<file path="src/rtl/mem_arbiter_if.sv">
// Request/response bundle between the instruction-fetch port, the data port,
// the shared single-port memory and the arbiter.
interface mem_arbiter_if;
  // Instruction-fetch port
  logic        i_req;
  logic [15:0] i_addr;
  logic        i_done;
  logic [15:0] i_rdata;

  // Data port
  logic        d_req;
  logic        d_wr;
  logic [15:0] d_addr;
  logic [15:0] d_wdata;
  logic        d_done;
  logic [15:0] d_rdata;

  // Shared memory side
  logic        mem_en;
  logic        mem_wr;
  logic [15:0] mem_addr;
  logic [15:0] mem_wdata;
  logic [15:0] mem_rdata;
  logic        mem_valid;

  // Status
  logic        busy;
  logic        err;

  // Arbiter view
  modport slave (
    input  i_req, i_addr, d_req, d_wr, d_addr, d_wdata, mem_rdata, mem_valid,
    output i_done, i_rdata, d_done, d_rdata,
           mem_en, mem_wr, mem_addr, mem_wdata, busy, err
  );

  // Requester / memory model view
  modport master (
    output i_req, i_addr, d_req, d_wr, d_addr, d_wdata, mem_rdata, mem_valid,
    input  i_done, i_rdata, d_done, d_rdata,
           mem_en, mem_wr, mem_addr, mem_wdata, busy, err
  );
endinterface

</file>
<file path="src/rtl/mem_arbiter.sv">
// Two-port arbiter in front of a shared single-port memory. Data accesses
// normally win, but a fetch that has been passed over STARVE_MAX times in a
// row gets the next grant. One transaction is in flight at a time.
//
// state | meaning
// ------+-----------------------------------------------------------
// IDLE  | no transaction; grant on a pending request
// ISSUE | mem_en strobe for one cycle with latched addr/wr/wdata
// WAIT  | waiting for mem_valid, abort after TIMEOUT cycles
// DONE  | done pulse to the owner (plus err on abort), back to IDLE
module mem_arbiter #(
  parameter logic [7:0] TIMEOUT    = 8'd255,
  parameter logic [1:0] STARVE_MAX = 2'd2
) (
  input  logic clk,
  input  logic rst,
  mem_arbiter_if.slave bus
);

  typedef enum logic [1:0] {
    S_IDLE  = 2'd0,
    S_ISSUE = 2'd1,
    S_WAIT  = 2'd2,
    S_DONE  = 2'd3
  } state_t;

  state_t      state_q,    state_d;
  logic        owner_q,    owner_d;    // 1 = data port, 0 = fetch port
  logic        wr_q,       wr_d;
  logic [15:0] addr_q,     addr_d;
  logic [15:0] wdata_q,    wdata_d;
  logic [1:0]  starve_q,   starve_d;
  logic [7:0]  wait_cnt_q, wait_cnt_d;
  logic        err_q,      err_d;
  logic [15:0] i_rdata_q,  i_rdata_d;
  logic [15:0] d_rdata_q,  d_rdata_d;

  logic        grant_d_port;
  logic        grant_i_port;

  // State and datapath registers; reset wins over everything else.
  always_ff @(posedge clk) begin
    if (rst) begin
      state_q    <= S_IDLE;
      owner_q    <= 1'b0;
      wr_q       <= 1'b0;
      addr_q     <= 16'h0000;
      wdata_q    <= 16'h0000;
      starve_q   <= 2'd0;
      wait_cnt_q <= 8'd0;
      err_q      <= 1'b0;
      i_rdata_q  <= 16'h0000;
      d_rdata_q  <= 16'h0000;
    end else begin
      state_q    <= state_d;
      owner_q    <= owner_d;
      wr_q       <= wr_d;
      addr_q     <= addr_d;
      wdata_q    <= wdata_d;
      starve_q   <= starve_d;
      wait_cnt_q <= wait_cnt_d;
      err_q      <= err_d;
      i_rdata_q  <= i_rdata_d;
      d_rdata_q  <= d_rdata_d;
    end
  end

  // Grant decision, transaction sequencing and read-data capture.
  always_comb begin
    state_d      = state_q;
    owner_d      = owner_q;
    wr_d         = wr_q;
    addr_d       = addr_q;
    wdata_d      = wdata_q;
    starve_d     = starve_q;
    wait_cnt_d   = wait_cnt_q;
    err_d        = err_q;
    i_rdata_d    = i_rdata_q;
    d_rdata_d    = d_rdata_q;
    grant_d_port = 1'b0;
    grant_i_port = 1'b0;

    case (state_q)
      S_IDLE: begin
        grant_d_port = bus.d_req && !(bus.i_req && (starve_q == STARVE_MAX));
        grant_i_port = bus.i_req && !grant_d_port;
        if (grant_d_port) begin
          owner_d  = 1'b1;
          wr_d     = bus.d_wr;
          addr_d   = bus.d_addr;
          wdata_d  = bus.d_wdata;
          err_d    = 1'b0;
          state_d  = S_ISSUE;
          // Only count D grants that actually pass over a waiting fetch.
          if (bus.i_req)
            starve_d = (starve_q == STARVE_MAX) ? starve_q : starve_q + 2'd1;
          else
            starve_d = 2'd0;
        end else if (grant_i_port) begin
          owner_d  = 1'b0;
          wr_d     = 1'b0;
          addr_d   = bus.i_addr;
          wdata_d  = 16'h0000;
          err_d    = 1'b0;
          starve_d = 2'd0;
          state_d  = S_ISSUE;
        end
      end

      S_ISSUE: begin
        wait_cnt_d = 8'd0;
        state_d    = S_WAIT;
      end

      S_WAIT: begin
        // mem_valid has priority over the timeout on the same edge.
        if (bus.mem_valid) begin
          if (!wr_q) begin
            if (owner_q) d_rdata_d = bus.mem_rdata;
            else         i_rdata_d = bus.mem_rdata;
          end
          state_d = S_DONE;
        end else if (wait_cnt_q == TIMEOUT - 8'd1) begin
          // Last permitted WAIT cycle expired: abort with zeroed read data.
          if (!wr_q) begin
            if (owner_q) d_rdata_d = 16'h0000;
            else         i_rdata_d = 16'h0000;
          end
          err_d   = 1'b1;
          state_d = S_DONE;
        end else begin
          wait_cnt_d = wait_cnt_q + 8'd1;
        end
      end

      S_DONE: begin
        state_d = S_IDLE;
      end

      default: begin
        state_d = S_IDLE;
      end
    endcase
  end

  // Outputs decoded from registered state.
  assign bus.mem_en    = (state_q == S_ISSUE);
  assign bus.mem_wr    = wr_q;
  assign bus.mem_addr  = addr_q;
  assign bus.mem_wdata = wdata_q;
  assign bus.busy      = (state_q != S_IDLE);
  assign bus.i_done    = (state_q == S_DONE) && !owner_q;
  assign bus.d_done    = (state_q == S_DONE) &&  owner_q;
  assign bus.err       = (state_q == S_DONE) &&  err_q;
  assign bus.i_rdata   = i_rdata_q;
  assign bus.d_rdata   = d_rdata_q;

endmodule
</file>
<file path="src/flat_wrapper.sv">
// flat-port wrapper written by rule: the top's interface ports become plain ports
module mem_arbiter_flat 
#(
  parameter logic [7:0] TIMEOUT    = 8'd255,
  parameter logic [1:0] STARVE_MAX = 2'd2
)
  (clk, rst, bus_i_req, bus_i_addr, bus_d_req, bus_d_wr, bus_d_addr, bus_d_wdata, bus_mem_rdata, bus_mem_valid, bus_i_done, bus_i_rdata, bus_d_done, bus_d_rdata, bus_mem_en, bus_mem_wr, bus_mem_addr, bus_mem_wdata, bus_busy, bus_err);
  mem_arbiter_if bus_i ();
  input  logic clk;
  input  logic rst;
  input wire logic [$bits(bus_i.i_req)-1:0] bus_i_req;
  input wire logic [$bits(bus_i.i_addr)-1:0] bus_i_addr;
  input wire logic [$bits(bus_i.d_req)-1:0] bus_d_req;
  input wire logic [$bits(bus_i.d_wr)-1:0] bus_d_wr;
  input wire logic [$bits(bus_i.d_addr)-1:0] bus_d_addr;
  input wire logic [$bits(bus_i.d_wdata)-1:0] bus_d_wdata;
  input wire logic [$bits(bus_i.mem_rdata)-1:0] bus_mem_rdata;
  input wire logic [$bits(bus_i.mem_valid)-1:0] bus_mem_valid;
  output wire logic [$bits(bus_i.i_done)-1:0] bus_i_done;
  output wire logic [$bits(bus_i.i_rdata)-1:0] bus_i_rdata;
  output wire logic [$bits(bus_i.d_done)-1:0] bus_d_done;
  output wire logic [$bits(bus_i.d_rdata)-1:0] bus_d_rdata;
  output wire logic [$bits(bus_i.mem_en)-1:0] bus_mem_en;
  output wire logic [$bits(bus_i.mem_wr)-1:0] bus_mem_wr;
  output wire logic [$bits(bus_i.mem_addr)-1:0] bus_mem_addr;
  output wire logic [$bits(bus_i.mem_wdata)-1:0] bus_mem_wdata;
  output wire logic [$bits(bus_i.busy)-1:0] bus_busy;
  output wire logic [$bits(bus_i.err)-1:0] bus_err;
  assign bus_i.i_req = bus_i_req;
  assign bus_i.i_addr = bus_i_addr;
  assign bus_i.d_req = bus_d_req;
  assign bus_i.d_wr = bus_d_wr;
  assign bus_i.d_addr = bus_d_addr;
  assign bus_i.d_wdata = bus_d_wdata;
  assign bus_i.mem_rdata = bus_mem_rdata;
  assign bus_i.mem_valid = bus_mem_valid;
  assign bus_i_done = bus_i.i_done;
  assign bus_i_rdata = bus_i.i_rdata;
  assign bus_d_done = bus_i.d_done;
  assign bus_d_rdata = bus_i.d_rdata;
  assign bus_mem_en = bus_i.mem_en;
  assign bus_mem_wr = bus_i.mem_wr;
  assign bus_mem_addr = bus_i.mem_addr;
  assign bus_mem_wdata = bus_i.mem_wdata;
  assign bus_busy = bus_i.busy;
  assign bus_err = bus_i.err;
  mem_arbiter #(.TIMEOUT(TIMEOUT), .STARVE_MAX(STARVE_MAX)) u_core (.clk(clk), .rst(rst), .bus(bus_i));
endmodule
</file>
<file path="config.mk">
export PLATFORM = sky130hd
export DESIGN_NAME = mem_arbiter_flat
export DESIGN_NICKNAME = d
export VERILOG_FILES = /design/src/rtl/mem_arbiter_if.sv /design/src/rtl/mem_arbiter.sv /design/src/flat_wrapper.sv
export SDC_FILE = /design/constraint.sdc
export NUM_CORES = 1
export LEC_CHECK = 0
export BUFFER_PORTS_ARGS = -buffer_cell sky130_fd_sc_hd__buf_2
export CAP_MARGIN = 5
export CORE_ASPECT_RATIO = 1.1
export CORE_MARGIN = 3
export CORE_UTILIZATION = 35
export CTS_CLUSTER_SIZE = 12
export DETAILED_ROUTE_END_ITERATION = 8
export SYNTH_ARGS = -nofsm -noshare
export SYNTH_HDL_FRONTEND = slang
export SYNTH_SLANG_ARGS = --single-unit
</file>
<file path="constraint.sdc">
create_clock -name clk -period 2.08 [get_ports clk]
set_clock_uncertainty 0.05 [all_clocks]
set_input_delay 0.312 -clock clk [delete_from_list [all_inputs] [get_ports clk]]
set_output_delay 0.312 -clock clk [all_outputs]
set_load 0.01 [all_outputs]
</file>
==> results.txt, run 1 <==
Counting flops and latches in the post-synthesis netlist gives 79. Summing every instance area after synthesis gives 0.003178 mm². The worst setup path is of the reg2reg kind. Entering global routing, the biggest net connects 33 pins.

TritonCTS built the clock tree. The tools report the element type at the critical path end as a register. The logs give 0 for the post-cts hold buffer count and 0 for the number of gates resized after cts.

Launching point of the worst reg2reg path: u_core.state_q[0]$_SDFFE_PP0P_. The first TritonRoute pass finished after 4 iterations. The final critical path time including I/O delays and setup works out to 1.927 ns. The via total after detailed routing was 2860; the area growth from synthesis to final layout was 31.54%.

The cell leakage power is 1.961 nW, and the number of sinks driven by the clock tree is 79. Across the run, the number of max-cap violations was 0. The share of the Yosys chip area taken by registers is 49.76%.

The number of rows in the core area was 35; the core region area was 0.008627 mm². Using the TritonRoute via totals, the vias-per-cell ratio works out to 5.125. Summed over all nets, the half-perimeter wirelength after detailed placement is 5705 µm. The first global-routing pass estimated 12680 µm of wire. Main flop type after synthesis: sky130_fd_sc_hd__dfxtp_1. The critical path crosses 6 cells after its start point. Excluding fillers, the count of instances in the completed layout stands at 558.

140 I/O pins were placed. In this run the power density over the cells is 1060 mW/mm². In this run, placement finished with an instance count of 542.

The routed design has 7760 µm of wire. Counting flops with a built-in enable in the synthesized netlist gives 0. Along the worst hold path, the cell count comes to 3.

The flow ran to the end, and the final reports show no timing, DRC or antenna violations. The maximum ir drop on the vdd rail is 0.7822 mV, and the data required time of the worst path is 2.31 ns. For this run, design rule violations remaining after detail routing come to 0.

The proportion of synthesized flip-flops having asynchronous set or reset came out at 0%. The maximum clock rate was 519.1 MHz; the die area was 0.01026 mm². The run gives 0 as the overflow left after global routing. After routing, the total negative slack on setup checks comes to 0 ns.

Measured against its own limit, the worst slew margin works out to 17.71%. The worst path setup slack after routing was 0.1535 ns; the clock latency on the worst-skew pair was 0.34 ns. The total of warnings raised by yosys is 0.

The logs give 36.84% for the starting utilization of the core area and 3 for the H-tree depth. Chip height: 105.9 µm. Walking the worst path, the cells encountered are inv_1 -> ha_1 -> nor2b_1 -> o21ai_1 -> or4_1 -> o21ai_1. Among cell families on the critical path, the largest total delay comes from simple AND/OR/NAND/NOR gates.

The post-route antenna net violation count is 0. At the end of routability-driven placement, the weighted congestion stood at 0.7529. The buffers plus inverters on the worst setup path is 1.

Of all nets on the critical path, the largest fanout is 8. The die is 96.86 µm wide. At the pin with the least slew margin, the transition time is 1.229 ns.

The number of nets in the synthesized netlist is 383. The tools report the initial antenna violation count as 0. On the critical path, the stage with the largest delay is an instance of sky130_fd_sc_hd__or4_1. The setup slack at placement was 0.2164 ns; the number of nets in the finished design was 519. The tools report the hold path startpoint as bus_d_wdata[14]. Counting every instance in the synthesized netlist gives 306. Clock-pin slew was measured on the worst setup and hold paths at 0.08 ns.

In the global route stage, overall resource usage came out at 14.83%. The run gives 0 as the number of pins with negative max-slew slack in the final report. The startpoint of the most critical setup path was u_core.state_q[0]$_SDFFE_PP0P_. The count of input and output buffers works out to 139.

The most numerous cell type found on the critical path is sky130_fd_sc_hd__o21ai_1. STA classifies the critical path startpoint as a register. The number of cells traversed by the worst register-to-register path works out to 6. The detailed router finished its first iteration with 121 violations. Data arrives at the worst endpoint at 2.15 ns.

TritonCTS created 9 clock buffers. In this run, distinct cell masters in the synthesized netlist total 42. Dividing the final minimum period by the clock period gives 92.62%.

The class of the most critical hold timing path was in2reg. Setup violations remaining at the end of the flow were counted as 0. The clock root buffer is sky130_fd_sc_hd__clkbuf_8. The detail-routed net length per standard cell is 13.91 µm, and the layout cell share with drive strength beyond 1 is 39.60%. The maximum number of buffers from clock root to sink is 2. The via count of the first global-routing pass was 2723; the mean post-synth cell area was 10.39 µm².

The count of inserted antenna diode cells is 0, and the longest individual stage delay on the worst path is 0.50 ns. The tools report the number of setup buffers added after CTS as 0. The number of hold violations in the final report was 0; the final standard cell utilization of the core was 48.46%.

The run gives 4.433 mW as the overall power of the completed layout. Setup repair after global routing left no endpoint under its margin.
[worst paths after layout]
path | to | slack (ns)
setup reg to reg | u_core.wait_cnt_q[3]$_SDFFE_PP0P_ | 0.15
setup / recovery | u_core.wait_cnt_q[3]$_SDFFE_PP0P_ | 0.15
hold reg to reg | u_core.starve_q[0]$_SDFFE_PP0P_ | 0.41
hold / removal | u_core.bus.mem_wdata[14]$_SDFFE_PP0P_ | 0.15
[routing by layer]
metal | global-route usage, % | part of all wire [%]
met3 | 4.331 | 6.8
met2 | 25.30 | 49
met4 | 6.018 | 1.6
met1 | 17.47 | 42
met5 | 0 | 0
[tightest hold or removal path, stage by stage]
cell and delay, ns:
sky130_fd_sc_hd__buf_2 0.08, sky130_fd_sc_hd__a22oi_1 0.05, sky130_fd_sc_hd__nor2_1 0.07
[area by class of cell]
class                      instances  area (µm²)
tap                              111       138.9
multi-input combinational        196        1461
timing repair buffer             149       770.7
inverter                           7       26.28
clock buffer                       9       123.9
sequential                        79        1582
clock inverter                     7       77.57
fill                             865        4447
[where the power goes]
part	switching, mW	internal (mW)	leakage (nW)
combinational	0.836	0.573	1.21
sequential	0.128	1.74	0.644
clock	0.583	0.569	0.106
total	1.55	2.89	1.96
[sequential cells by signal (all words and copies together) (netlist names), 2 cells and up]
| register | cells |
|---|---|
| u_core.bus.d_rdata | 16 |
| u_core.wait_cnt_q | 8 |
| u_core.bus.mem_addr | 16 |
| u_core.state_q | 2 |
| u_core.bus.mem_wdata | 16 |
| u_core.bus.i_rdata | 16 |
| u_core.starve_q | 2 |
[cells in the mapped netlist, types with 14 or more instances]
library cell / n / share of area [%]
sky130_fd_sc_hd__a22oi_1: 17 / 4.0
sky130_fd_sc_hd__nor2_1: 43 / 5.1
sky130_fd_sc_hd__clkbuf_1: 14 / 1.7
sky130_fd_sc_hd__dfxtp_1: 79 / 50
sky130_fd_sc_hd__mux2i_1: 17 / 5.4
sky130_fd_sc_hd__a211oi_1: 17 / 4.0
sky130_fd_sc_hd__a32o_1: 32 / 10
[cells in the final DEF (no fill, tap or decap), drive strengths merged, types with 2 or more instances in the layout]
cell type,netlist,final
nor2b,4,4
nand4,2,2
nand2,7,7
or2,2,2
clkinv,0,3
mux2i,17,17
inv,7,10
a211oi,17,17
o41ai,2,2
a32o,32,32
clkbuf,14,9
dfxtp,79,79
ha,7,7
o21ai,6,6
or4,2,2
and2,3,3
nand3,7,7
a22oi,17,17
or3,3,3
buf,10,149
nor2,43,43
a21oi,9,9
and3,2,2
[cells by family (layout without fill, tap and decap cells)]
group | after synthesis | after routing | share of synthesized area (%)
AOI/OAI and AO/OA | 92 | 92 | 24.72
muxes | 17 | 17 | 5.354
buffers and inverters | 31 | 172 | 4.528
DFF | 79 | 79 | 49.76
xor gates and xnor gates | 1 | 1 | 0.2756
and+or+nand+nor | 79 | 79 | 12.60
adders and majority gates | 7 | 7 | 2.756
[through the flow]
stage | cell area, µm² | hold WS (ns)
3_5_place_dp | 3979 | 0.3982
6_report | 4180 | 0.1478
5_1_grt | 4180 | 0.1325
3_3_place_gp | 3979 | 0.3882
4_1_cts | 4180 | 0.1294
2_1_floorplan | 3178 | 0.3819
Power figures use the tool's default switching activity.
==> inputs of run 2 (changes only) <==
- RECOVER_POWER: unset -> 100
==> run 2 against run 1 <==
Core utilization decreased by 1.4 points. Largest power group unchanged. Critical path type unchanged. Global-route usage stayed put. Critical path depth stayed put.
==> results.txt, run 2 (synthesis results as in run 1) <==
The element type at the critical path end was a register. The logs give 94 (-22%) for the first-iteration detailed-routing DRC count and 0 (unchanged) for the DRC violation count after routing. The logs give 0 (unchanged) for the post-cts hold buffer count and 17.47% (unchanged) for the met1 capacity usage during global routing.

The tools report the estimated wirelength of the detail-placed design as 5705 µm (unchanged). The via total after detailed routing was 2864 (+0.14%). Leaving out fill and tap cells, the most frequent cell in the layout is sky130_fd_sc_hd__dfxtp_1.

The overall power of the completed layout came out at 4.358 mW (-1.7%). The largest individual stage delay along the critical path comes from the cell sky130_fd_sc_hd__or4_1. Setup repair after global routing left no endpoint under its margin. The routed via count divided by cell count works out to 5.133 (+0.14%). The run gives 0 (unchanged) as the final number of setup-violating endpoints.

Wire length of the first global-routing pass: 12680 µm (unchanged). The logs give 140 (unchanged) for the I/O pin total and 0.34 ns (about the same) for the clock latency on the worst-skew pair. The busiest metal layer after global routing is met2. Worst path setup slack after routing: 0.1660 ns (+0.01256 ns). The number of sinks driven by the clock tree was 79 (unchanged). The clock-pin slew on the worst setup and hold paths is 0.08 ns (about the same). The total global-route track usage is 14.83% (unchanged). Grouping stages by cell kind, the critical path spends the most delay in simple AND/OR/NAND/NOR gates. The class of the most critical hold timing path was in2reg. The number of rows in the core area is 35 (unchanged), and the number of max-cap violations is 0 (unchanged). The tools report the largest net degree at the start of global routing as 33 (unchanged).

For the cell leakage power, the log shows 1.665 nW (-15%). The logs give 0 (unchanged) for the overflow left after global routing and 2.14 ns (about the same) for the arrival time at the worst endpoint. The longest individual stage delay on the worst path is 0.50 ns (about the same). The routability congestion estimate from global placement came out at 0.7529 (unchanged).

The category of the critical setup timing path was reg2reg. The number of gates resized after cts is 0 (unchanged). The tools report the H-tree depth as 3 (unchanged). The run finished with clean final reports. The met2 routing resource usage after global routing is 25.30% (unchanged), and the starting utilization of the core area is 36.84% (unchanged). Count of inserted antenna diode cells: 0 (unchanged). The post-route antenna net violation count is 0 (unchanged), and the layout cell share with drive strength beyond 1 is 23.27% (-16 points). The area growth from synthesis to final layout is 27.83%. The met3 usage in global routing was 4.331% (unchanged).

The logs give 0 (unchanged) for the number of hold violations in the final report and 2 (unchanged) for the maximum number of buffers from clock root to sink. The run gives 4 (unchanged) as the number of optimization iterations in the first detailed-route pass. The tools report the number of pins with negative max-slew slack in the final report as 0 (unchanged). Post-route fraction of the period consumed by the critical path: 92.02% (-0.60 points).

The library cells used most frequently in the layout, excluding fill and tap cells, are sky130_fd_sc_hd__dfxtp_1 (79), sky130_fd_sc_hd__clkbuf_1 (70), sky130_fd_sc_hd__buf_2 (69). Traced cell by cell, the critical path runs through inv_1 -> ha_1 -> nor2b_1 -> o21ai_1 -> or4_1 -> o21ai_1. The maximum ir drop on the vdd rail came out at 0.7682 mV (-1.8%).

Final critical path time including I/O delays and setup: 1.914 ns (-0.01256 ns). The die area is 0.01026 mm² (unchanged), and the detailed-route wire length is 7777 µm (+0.22%). The detail-routed net length per standard cell was 13.94 µm (+0.22%). The core region area was 0.008627 mm² (unchanged); the chip height was 105.9 µm (unchanged). The post-route setup TNS came out at 0 ns (unchanged). The maximum clock rate came out at 522.5 MHz (+0.66%). The pin slew with the least headroom to its limit is 1.242 ns (+0.01304 ns).

The worst setup path is launched from a register. The largest fanout of any net on the critical path is 8 (unchanged). The die width was 96.86 µm (unchanged); the via count of the first global-routing pass was 2723 (unchanged).

The total power divided by cell area came out at 1073 mW/mm² (+1.2%). The buffers plus inverters on the worst setup path was 1 (unchanged); the worst slew margin relative to its limit was 16.84% (-0.87 points). The run gives 0.2164 ns (unchanged) as the setup slack at placement. For the number of CTS-inserted buffers, the log shows 9 (unchanged). The initial antenna violation count came out at 0 (unchanged).

The count of input and output buffers works out to 139 (unchanged). The data required time of the worst path came out at 2.31 ns (about the same). The tree is rooted in a sky130_fd_sc_hd__clkbuf_8. The number of setup buffers added after CTS is 0 (unchanged), and the reg2reg setup slack is 0.17 ns (about the same). The number of nets in the finished design was 519 (unchanged).

TritonCTS built the clock tree. In this design, the critical path's most frequently occurring cell is sky130_fd_sc_hd__o21ai_1.
==> run 2: changes by cell type in the layout (fill, tap and decap cells not counted), sizes merged <==
cell	previous run	this run
buf	149	76
clkbuf	9	82
==> run 2: worst paths after layout <==
kind,start,to,cells after the start
setup reg to reg,u_core.state_q[0]$_SDFFE_PP0P_,u_core.wait_cnt_q[3]$_SDFFE_PP0P_,6
hold / removal,bus_d_wdata[14],u_core.bus.mem_wdata[14]$_SDFFE_PP0P_,3
hold reg to reg,u_core.starve_q[0]$_SDFFE_PP0P_,u_core.starve_q[0]$_SDFFE_PP0P_,2
setup / recovery,u_core.state_q[0]$_SDFFE_PP0P_,u_core.wait_cnt_q[3]$_SDFFE_PP0P_,6
==> run 2: power by group <==
group | switching, mW | internal (mW) | leakage [nW]
logic | 0.831 | 0.494 | 0.915
registers | 0.134 | 1.74 | 0.644
clock network | 0.587 | 0.569 | 0.106
total | 1.55 | 2.81 | 1.67
==> run 2: area by class of cell <==
cell class	count	area (µm²)
Clock buffer	9	123.9
Clock inverter	7	77.57
Fill cell	888	4564
Inverter	7	26.28
Multi-Input combinational cell	196	1439
Sequential cell	79	1582
Tap cell	111	138.9
Timing Repair Buffer	149	675.6
==> run 2: worst min-delay path: stages <==
cell                      delay [ns]
sky130_fd_sc_hd__buf_2          0.08
sky130_fd_sc_hd__a22oi_1        0.05
sky130_fd_sc_hd__nor2_1         0.07
==> run 2: through the flow <==
stage	hold slack [ns]	util (%)	area (µm²)	instances
finish	0.1475	47.09	4063	558
global route	0.1325	47.09	4063	558
CTS	0.1294	48.46	4180	558
detailed placement	0.3982	46.12	3979	542
global placement	0.3882	46.12	3979	542
floorplan	0.3819	-	3178	306
==> run 2: metal layers <==
layer / up-vias / share of wire, %
li1: 1426 / -
met1: 1334 / 43
met2: 94 / 48
met3: 10 / 6.9
met4: 0 / 1.4
met5: - / 0
==> inputs of run 3 (changes only) <==
- CORE_UTILIZATION: 35 -> 47
- PLACE_DENSITY: unset -> 0.8
==> run 3 against run 2 <==
Via count up 1.7%. Clock power up 7%. Critical path depth unchanged. Die area is 24% lower. Worst setup slack improved by 0.038 ns. Sequential power about the same. Design area is 0.80% lower. Critical endpoint is now u_core.bus.d_rdata[13]$_SDFFE_PP0P_. Largest power group unchanged. Sequential share of layout area grew 0.31 points.
==> results.txt, run 3 (synthesis results as in run 1) <==
The starting utilization of the core area is 50.10% (+13 points). The data required time of the worst path is 2.32 ns (about the same), and the wire length of the first global-routing pass is 12570 µm (-0.82%). The number of pins with negative max-slew slack in the final report is 0 (unchanged), and the estimated wirelength of the detail-placed design is 5700 µm (about the same). The critical path is of the reg2reg type.

The cell with the biggest individual delay on the critical path is sky130_fd_sc_hd__a21oi_4. The routability congestion estimate from global placement is 0.8119 (+7.8%). The layout cell share with drive strength beyond 1 is 22.65% (-0.62 points), and the I/O pin total is 140 (unchanged). The initial antenna violation count came out at 0 (unchanged).

For the via count of the first global-routing pass, the log shows 2832 (+4.0%). The element type at the critical path end is a register. The area growth from synthesis to final layout was 26.81%; the largest net degree at the start of global routing was 33 (unchanged). The maximum clock rate was 533.0 MHz (+2.0%). The count of inserted antenna diode cells is 0 (unchanged). The hold slack was 0.1376 ns (-0.009875 ns); the clock latency on the worst-skew pair was 0.35 ns (about the same). The flow ran to the end, and the final reports show no timing, DRC or antenna violations. The logs give 2.12 ns (-0.02 ns) for the arrival time at the worst endpoint and 30 (-14%) for the number of rows in the core area. The H-tree depth was 3 (unchanged). The kind of start point of the critical path was a register. The library cell used most frequently in the layout, excluding fill and tap cells, is sky130_fd_sc_hd__dfxtp_1. The run gives 0.004030 mm² (-0.80%) as the final cell area excluding filler cells. The core region area came out at 0.006344 mm² (-26%). The post-route fraction of the period consumed by the critical path works out to 90.19% (-1.8 points). Pin slew with the least headroom to its limit: 1.238 ns (-0.004243 ns).

The logs give 1.650 nW (-0.91%) for the cell leakage power and 0.8992 mV (+17%) for the maximum ir drop on the vdd rail. The final critical path time including I/O delays and setup was 1.876 ns (-0.03796 ns). The number of CTS-inserted buffers was 9 (unchanged). In this run the clock root is driven by a sky130_fd_sc_hd__clkbuf_8. For the post-route antenna net violation count, the log shows 0 (unchanged).

The critical path goes through inv_1 -> ha_1 -> buf_4 -> and3b_1 -> a21oi_4 -> a32o_1. The logs give 578 (-35%) for the fill cell instance count of the final layout and 0 (unchanged) for the final number of setup-violating endpoints. The post-route setup TNS is 0 ns (unchanged), and the number of optimization iterations in the first detailed-route pass is 4 (unchanged).

The routed via count divided by cell count is 5.536 (+7.9%), and the die width is 84.41 µm (-13%). Setup repair after global routing left no endpoint under its margin. The post-placement cell area is 0.003933 mm² (-1.2%), and the count of input and output buffers is 139 (unchanged). The post-cts hold buffer count is 0 (unchanged), and the chip height is 92.25 µm (-13%).

The longest individual stage delay on the worst path works out to 0.40 ns (-0.10 ns). The detailed-route wire length was 7716 µm (-0.78%). The detail-routed net length per standard cell came out at 14.67 µm (+5.3%). The class of the most critical hold timing path is in2reg. Number of gates resized after cts: 0 (unchanged). The tools report the maximum number of buffers from clock root to sink as 2 (unchanged). For the number of hold violations in the final report, the log shows 0 (unchanged).

The tools report the worst slew margin relative to its limit as 17.12% (+0.28 points). TritonCTS built the clock tree. The overflow left after global routing was 0 (unchanged).

The clock-pin slew on the worst setup and hold paths was 0.08 ns (about the same); the die area was 0.007786 mm² (-24%). The number of nets in the finished design came out at 518 (-0.19%). The number of max-cap violations is 0 (unchanged), and the DRC violation count after routing is 0 (unchanged).

The largest fanout of any net on the critical path works out to 16 (+8). Leaving out fill and tap cells, the most frequent cells in the layout are sky130_fd_sc_hd__dfxtp_1 (79), sky130_fd_sc_hd__clkbuf_1 (71), sky130_fd_sc_hd__buf_2 (69). The run gives 79 (unchanged) as the number of sinks driven by the clock tree.

The via total after detailed routing came out at 2912 (+1.7%). The total global-route track usage was 19.73% (+4.9 points). The first-iteration detailed-routing DRC count is 135 (+44%), and the total power divided by cell area is 1104 mW/mm² (+2.9%). The run gives 0 (unchanged) as the number of setup buffers added after CTS.
[run 3: metrics by stage]
step	setup slack (ns)	power [mW]	instances	util [%]
final	0.2040	4.449	526	63.53
after floorplan	0.3513	2.826	306	-
after CTS	0.1894	4.580	526	65.48
after detailed placement	0.2105	3.333	510	61.99
after global routing	0.03778	4.735	526	63.53
after global placement	0.3054	3.279	510	61.99
[run 3: report_power, final]
part / leakage [nW] / internal, mW / switching (mW) / total [mW]
logic: 0.899 / 0.493 / 0.831 / 1.32
registers: 0.644 / 1.74 / 0.138 / 1.88
clock network: 0.107 / 0.684 / 0.559 / 1.24
[run 3: critical path: cells and delay by family (launching register included)]
kind	cells	cell delay (ns)
AO/OA/AOI/OAI	2	0.60
adder cells (fa/ha/maj)	1	0.29
buffers and inverters	2	0.27
flip-flops	1	0.39
AND/OR/NAND/NOR	1	0.21
[run 3: worst paths after layout]
check | startpoint | endpoint | slack [ns] | depth (start not counted)
worst min-delay path | bus_d_wdata[11] | u_core.bus.mem_wdata[11]$_SDFFE_PP0P_ | 0.14 | 3
worst max register to register | u_core.state_q[0]$_SDFFE_PP0P_ | u_core.bus.d_rdata[13]$_SDFFE_PP0P_ | 0.20 | 6
worst max-delay path | u_core.state_q[0]$_SDFFE_PP0P_ | u_core.bus.d_rdata[13]$_SDFFE_PP0P_ | 0.20 | 6
worst min register to register | u_core.starve_q[0]$_SDFFE_PP0P_ | u_core.starve_q[0]$_SDFFE_PP0P_ | 0.41 | 2
[run 3: layout make-up]
| type | instances | area (µm²) | share of cell area, % |
|---|---|---|---|
| clock inverter | 6 | 93.84 | 2.328 |
| clock buffer | 10 | 127.6 | 3.167 |
| inverter | 7 | 26.28 | 0.6520 |
| tap | 80 | 100.1 | 2.484 |
| multi-input combinational | 196 | 1433 | 35.55 |
| sequential | 79 | 1582 | 39.24 |
| timing repair buffer | 148 | 668.1 | 16.58 |
[run 3: layer usage]
metal  track usage, %  wire, µm
met5                0         0
met4            9.763       175
met3            6.199       747
met2            33.09      3716
met1            22.62      3077
